### src/rtl/miner_pkg.sv
// Shared miner definitions: header geometry, receive FSM encoding
// and the default idle timeout used by the header receive path.
package miner_pkg;

  localparam int HEADER_BITS = 640;
  localparam int TIMEOUT_DEF = 5_000_000;
  localparam int IDLE_W      = 23;

  typedef enum logic [1:0] {
    ST_IDLE   = 2'd0,
    ST_RECV   = 2'd1,
    ST_COMMIT = 2'd2
  } rx_state_e;

endpackage

### src/rtl/uart_rx_handshake.sv
// Byte-ready / clear handshake with the UART receiver:
// one accepted byte per rx_rdy assertion, one-cycle clear strobe back.
module uart_rx_handshake (
  input  logic clock,
  input  logic reset,
  input  logic rx_rdy_i,
  input  logic en_i,
  output logic rdy_clr_o,
  output logic byte_strobe_o
);

  logic rdy_clr_q;
  logic armed_q;

  // re-arm only after rx_rdy has been seen low
  assign byte_strobe_o = rx_rdy_i & armed_q
                       & ~rdy_clr_q & en_i;
  assign rdy_clr_o     = rdy_clr_q;

  always_ff @(posedge clock or posedge reset) begin
    if (reset) begin
      rdy_clr_q <= 1'b0;
      armed_q   <= 1'b1;
    end else begin
      rdy_clr_q <= byte_strobe_o;
      if (byte_strobe_o)
        armed_q <= 1'b0;
      else if (!rx_rdy_i)
        armed_q <= 1'b1;
    end
  end

endmodule

### src/rtl/header_rx_assembler.sv
// Assembles UART bytes into a block header, MSB-first, with an
// idle timeout that discards partial headers.
module header_rx_assembler
  import miner_pkg::*;
#(
  parameter int HEADER_BYTES   = HEADER_BITS / 8,
  parameter int TIMEOUT_CYCLES = TIMEOUT_DEF
) (
  input  logic                      clock,
  input  logic                      reset,
  input  logic [7:0]                rx_data,
  input  logic                      rx_rdy,
  output logic                      rdy_clr,
  output logic [HEADER_BYTES*8-1:0] header_data,
  output logic                      header_valid,
  output logic [6:0]                byte_count,
  output logic                      timeout_err
);

  localparam int HB = HEADER_BYTES * 8;
  localparam logic [6:0] LAST =
    7'(HEADER_BYTES - 1);
  localparam logic [IDLE_W-1:0] TO_LAST =
    IDLE_W'(TIMEOUT_CYCLES - 1);

  rx_state_e         state_q;
  logic [6:0]        cnt_q;
  logic [IDLE_W-1:0] idle_q;
  logic [HB-1:0]     shadow_q;
  logic [HB-1:0]     shadow_d;
  logic [HB-1:0]     hdr_q;
  logic              hv_q;
  logic              to_q;
  logic              strobe;
  logic              accept_en;

  assign accept_en = (state_q != ST_COMMIT);
  assign shadow_d  = {shadow_q[HB-9:0], rx_data};

  uart_rx_handshake u_hs (
    .clock         (clock),
    .reset         (reset),
    .rx_rdy_i      (rx_rdy),
    .en_i          (accept_en),
    .rdy_clr_o     (rdy_clr),
    .byte_strobe_o (strobe)
  );

  always_ff @(posedge clock or posedge reset) begin
    if (reset) begin
      state_q  <= ST_IDLE;
      cnt_q    <= '0;
      idle_q   <= '0;
      shadow_q <= '0;
      hdr_q    <= '0;
      hv_q     <= 1'b0;
      to_q     <= 1'b0;
    end else begin
      hv_q <= 1'b0;
      to_q <= 1'b0;
      unique case (state_q)
        ST_IDLE: begin
          if (strobe) begin
            shadow_q <= shadow_d;
            cnt_q    <= 7'd1;
            idle_q   <= '0;
            state_q  <= ST_RECV;
          end
        end
        ST_RECV: begin
          // an accepted byte always beats the timeout
          if (strobe) begin
            shadow_q <= shadow_d;
            idle_q   <= '0;
            if (cnt_q == LAST) begin
              cnt_q   <= '0;
              hdr_q   <= shadow_d;
              hv_q    <= 1'b1;
              state_q <= ST_COMMIT;
            end else begin
              cnt_q <= cnt_q + 7'd1;
            end
          end else if (idle_q == TO_LAST) begin
            to_q     <= 1'b1;
            cnt_q    <= '0;
            shadow_q <= '0;
            idle_q   <= '0;
            state_q  <= ST_IDLE;
          end else begin
            idle_q <= idle_q + 1'b1;
          end
        end
        ST_COMMIT: state_q <= ST_IDLE;
        default:   state_q <= ST_IDLE;
      endcase
    end
  end

  assign header_data  = hdr_q;
  assign header_valid = hv_q;
  assign timeout_err  = to_q;
  assign byte_count   = cnt_q;

endmodule
### config.mk
export PLATFORM = sky130hd
export DESIGN_NAME = header_rx_assembler
export DESIGN_NICKNAME = d
export VERILOG_FILES = /design/src/rtl/miner_pkg.sv /design/src/rtl/uart_rx_handshake.sv /design/src/rtl/header_rx_assembler.sv
export SDC_FILE = /design/constraint.sdc
export NUM_CORES = 2
export LEC_CHECK = 0
export CORE_MARGIN = 5
export CORE_UTILIZATION = 40
export DETAILED_ROUTE_END_ITERATION = 12
export GPL_ROUTABILITY_DRIVEN = 0
export GPL_TIMING_DRIVEN = 0
export PLACE_DENSITY_LB_ADDON = 0.08
export SLEW_MARGIN = 20
export SYNTH_ARGS = -nofsm -noshare
export SYNTH_HDL_FRONTEND = slang
export SYNTH_SLANG_ARGS = --single-unit
### constraint.sdc
create_clock -name clock -period 64.4 [get_ports clock]
set_input_delay 12.88 -clock clock [delete_from_list [all_inputs] [get_ports clock]]
set_output_delay 12.88 -clock clock [all_outputs]
set_load 0.05 [all_outputs]
After elaboration in Yosys (flattened, before gate mapping):

Index checks and enable logic that the tools add are counted.

* word-level logic and storage cells: 55
* bits of input ports: 11
* flip-flop bits (word level): 1308
* output and inout bits: 650

* multiplexer cells: 26
* bitwise operators: 4
* add/subtract/negate cells: 2
* reduce and logical (&&, ||, !) cells: 6
* equality and inequality tests: 8

Operators with widths (count)
* 632-bit 2-to-1 mux: 3
* 632-bit case mux with 2 select lines: 1
* 23-bit 2-to-1 mux: 3
* 23-bit case mux with 2 select lines: 1
* 7-bit 2-to-1 mux: 4
* 23-bit by 1-bit adder with 23-bit output (second input constant): 1
* 23-bit equality test (second input constant): 1
* 7-bit case mux with 2 select lines: 1
* 3-bit AND reduction: 3
* 1-bit 2-to-1 mux: 8
* 2-bit 2-to-1 mux: 4
* 7-bit by 1-bit adder with 7-bit output (second input constant): 1
* 7-bit equality test (second input constant): 1
* 2-bit by 1-bit != test with 1-bit output (second input constant): 2
* 2-bit case mux with 2 select lines: 1
* 1-bit bitwise AND: 3
* 3-bit by 2-bit != test with 1-bit output (second input constant): 1
* 3-bit != test (second input constant): 1
* 2-bit by 1-bit equality test with 1-bit output (second input constant): 1
* 2-bit logical NOT: 1
* 2-bit != test (second input constant): 1
* 2-bit AND reduction: 1
* 2-bit nonzero test: 1
* 1-bit NOT: 1

Logic depth before layout (Yosys ltp):

* depth after elaboration: 5
* mapped depth: 10
* mapped depth without buffers: 7

Cells and area by module:

From an unflattened synthesis, not the netlist that was laid out.

* cells, all modules: 4310
* area, all modules: 50357.0 um2

Modules (own cells, without submodules)
* header_rx_assembler: seq. area each 32681.3 um2, cells each 4303, area an instance 50273.2 um2, times used 1
* uart_rx_handshake: seq. area each 51.3 um2, cells each 7, area an instance 83.8 um2, times used 1

Least setup slack after synthesis:

No wires, ideal clock.

* path kind: input to register
* start: in rx_rdy
* end: reg hdr_q[0] (netlist: header_data[0])
* library setup time: 0.118 ns
* path slack: 50.104 ns
* data required time: 64.282 ns
* arrival time: 14.179 ns
* path buffers: 3
* cell stages on the path: 8
* path through: nand3b_1 -> nor2_1 -> nand2_1 -> buf_2 -> clkbuf_1 -> clkbuf_1 -> nand2_1 -> nand2_1

* longest elaborated chain between the ends: 4

RTL lines
* start, declared: line header_rx_assembler.sv:12 `input logic rx_rdy,`
* 1-bit bitwise AND: line uart_rx_handshake.sv:16 `assign byte_strobe_o = rx_rdy_i & armed_q`
* 1-bit bitwise AND (2 in a row): line uart_rx_handshake.sv:17 `& ~rdy_clr_q & en_i;`
* 3-bit AND reduction (no source line)
* end signal, assigned: line header_rx_assembler.sv:77 `hdr_q <= shadow_d;`
* end, declared: line header_rx_assembler.sv:31 `logic [HB-1:0] hdr_q;`

Every way passes these cells.
A chain may end at the register's enable or synchronous reset.

==> summary.md <==
| Metric | Value |
|---|---|
| Power Total | `1860 uW` |
| Worst vdd ir | `0.0228 mV` |
| Num CTS Buffers | `143` |
| FMAX | `~64 MHz` |
| Hpwl dp | `about 110 mm` |
| Final Critical Period | `15.67 ns` |
| Critical path's top delay family | `buffers and inverters` |
| Share of the synthesized area in the top cell type | `64.9%` |
| P_leak | `roughly 0.031 uW` |
| Endpoint type of the worst setup path | `async pin` |
| WL final | `152 mm` |
| Total grt overflow | `0` |
| CP Buf/Inv Count | `8` |
| Commonest non-fill, non-tap cells in the layout | `nand2_1 (3205), dfrtp_1 (1307), clkdlybuf4s50_1 (660)` |
| Final ANT Viol Nets | `0` |
| Asr flop ratio synth | `100%` |
| Layout cell share with drive strength beyond 1 | `5.70%` |
| Initial antenna violation count | `2` |
| Crit path max fanout | `104` |
| All-Layer GR Usage | `22.6%` |
| CP required | `around 65 ns` |
| Leading area contributor after synthesis | `dfrtp_1` |
| Post-CTS Hold Fix Bufs | `0` |
| Setup_tns | `0 ns` |
| DRT Pass-1 Iters | `6` |
| Area of the die | `133000 um2` |
| Mean Syn Cell Area | `between 8 and 9 um2` |
| Vias | `~40000` |
| MaxCap Viol Count | `0` |
| CTS resizes | `0` |
| Initial Util | `about two fifths` |
| Critical path arrival | `16.50 ns` |
| CTS tree | `done` |
| Skew final | `0.0199 ns` |
| Die Wd | `365 um` |
| Final instance area | `between 60000 and 70000 um2` |
| Final nets | `between 6000 and 7000` |
| Placement Rows | `130` |
| Max-slew headroom | `approximately 33%` |
| Cell mode on critical path | `buf_16` |
| Distinct cells, synth | `50` |
| Top post-synthesis cells by area | `dfrtp_1 (65%), nand2_1 (24%), o21ai_0 (5.9%), clkbuf_1 (1.7%), buf_2 (0.67%)` |
| Num ports | `between 600 and 700` |
| RSZ-0062 raised after global routing | `no` |
| Mapped Nets | `5654` |
| Outcome | `complete, no violations` |
| Clock transition at path regs | `0.05 ns` |
| Seq cells post-synth | `between 1000 and 1500` |
| Slowest-stage cell, CP | `clkdlybuf4s50_1` |
| Vias in the first global route | `39960` |
| Post-synth EDFFs | `0` |
| Pwr dens | `28.9 nW/um2` |
| Register area | `32700 um2` |
| First-pass GRT wire length | `237 mm` |
| CP Cell Sequence | `clkdlybuf4s50_1 > inv_8 > buf_16 > buf_16 > buf_16 > buf_16 > buf_16 > buf_16` |
| Placement Cell Area | `59500 um2` |
| CTS root buf | `clkbuf_16` |
| # diodes | `0` |
| Sequential cell area fraction in the yosys report | `64.9%` |
| Multi-input logic area | `roughly 16000 um2` |
| Die height | `365 um` |
| Main synth FF type | `dfrtp_1` |
| Commonest non-fill, non-tap cell in the layout | `nand2_1` |
| Pin count of the biggest net entering global routing | `roughly 110` |
| Count of pins over their slew limit | `0` |
| H-Tree Depth | `4` |
| Critical Path Max Stage Delay | `0.49 ns` |
| Slew @ Worst Pin | `a little over 1 ns` |
| Final worst-path cycle share | `24.3%` |
| Startpoint Class | `input port` |
| Synth Warn # | `0` |
| Clock Latency Late Sink | `0.73 ns` |
| Post-synthesis cell area | `approximately 50000 um2` |
| Layout area overhead | `27.4%` |
| Clock Tree Buf Depth | `3` |
| Fill count | `between 10000 and 15000` |
| Hold crit path type | `register to register` |
| Final Setup Violations | `0` |
| Drt wl/cell | `18.5 um` |
| Hold Violations, Final | `0` |
| CTS Sinks | `between 1000 and 1500` |
| Post-DR vias/cell | `4.85` |
| Residual DRC count | `0` |
| Final core occ | `51.2%` |
| CP Class | `input port to async pin` |
| Setup Buffers After CTS | `0` |
| Core area | `around 130000 um2` |
| IO Port Bufs | `660` |
| Cells after synthesis | `5641` |
| DR iter-0 viols | `2979` |
==> final timing paths <==
check | slack (ns) | start | cells after the start | end
max | 48.73 | reset | 8 | header_data[328]$_DFFE_PP0P_
min | 0.47 | header_data[347]$_DFFE_PP0P_ | 2 | header_data[347]$_DFFE_PP0P_
max reg2reg | 61.09 | byte_count[0]$_DFFE_PP0P_ | 9 | header_data[229]$_DFFE_PP0P_
min reg2reg | 0.47 | header_data[347]$_DFFE_PP0P_ | 2 | header_data[347]$_DFFE_PP0P_
max in group clock | 48.95 | rx_rdy | 9 | header_data[229]$_DFFE_PP0P_
min in group asynchronous | 12.62 | reset | 2 | header_data[62]$_DFFE_PP0P_
==> cells in the mapped netlist, types with 3 or more instances <==
| master | n |
|---|---|
| o21ai_0 | 592 |
| nor2_1 | 24 |
| nand4_1 | 12 |
| inv_1 | 6 |
| clkbuf_2 | 49 |
| a21oi_1 | 4 |
| buf_4 | 10 |
| nor4_1 | 3 |
| o21ai_1 | 50 |
| xor2_1 | 15 |
| o31ai_1 | 3 |
| nand3_1 | 12 |
| nor3_1 | 3 |
| nand2_1 | 3205 |
| buf_6 | 8 |
| nor3b_1 | 3 |
| a211oi_1 | 3 |
| clkbuf_1 | 222 |
| nor2b_1 | 3 |
| a21o_1 | 4 |
| dfrtp_1 | 1307 |
| buf_2 | 67 |
==> tightest hold or removal path, delay by kind of cell, from the launching register on <==
family	cells	cell delay [ns]
flops	1	0.34
simple gates	2	0.10
==> per-stage QoR <==
stage	setup WS, ns	instances	hold WS [ns]
after CTS	48.54	8217	0.473
after global placement	-1.43	7951	0.452
after global routing	48.16	8217	0.490
after floorplan	14.65	5641	0.439
final	48.73	8217	0.469
after detailed placement	47.73	7966	0.458
==> layer usage <==
| layer | track usage (%) | vias up | wire [um] |
|---|---|---|---|
| met1 | 31.2 | 19349 | 68000 |
| met4 | 7.75 | 2 | 5360 |
| met3 | 5.87 | 240 | 10300 |
| li1 | - | 19315 | - |
| met2 | 34.9 | 906 | 68100 |
| met5 | 0 | - | 13 |
==> layout make-up <==
class	count	share of cell area, %
flip-flops and latches	1308	51.0
repair buffers	675	10.9
inverters	7	0.0526
clock inverters	34	0.643
plain buffers	359	2.50
clock buffers	217	6.73
multi-input cells	3967	25.0
well taps	1650	3.21
==> report_power, final <==
group          internal [uW]  switching (uW)  leakage, uW
sequential               864            45.5       0.0182
clock                    494             332      0.00234
combinational           30.8            90.2       0.0109
total                   1390             468       0.0314
==> state kept, by name, indices dropped and copies added, names as in the netlist <==
register / flops
header_data: 640
shadow_q: 632
idle_q: 23
byte_count: 7
state_q: 2
header_valid: 1
timeout_err: 1
u_hs.armed_q: 1
u_hs.rdy_clr_o: 1
==> cell families (layout without fill, tap and decap cells) <==
| kind of cell | count (synthesis) | count (layout) | synth area share [%] |
|---|---|---|---|
| AO/OA/AOI/OAI | 667 | 667 | 6.75 |
| AND/OR/NAND/NOR | 3281 | 3281 | 24.7 |
| XOR/XNOR | 16 | 16 | 0.278 |
| buffers and inverters | 366 | 1292 | 3.23 |
| flip-flops | 1308 | 1308 | 64.9 |
| multiplexers | 1 | 1 | 0.0199 |
| adder cells (fa/ha/maj) | 2 | 2 | 0.0496 |
No activity file was read; power rests on OpenSTA's default activity.
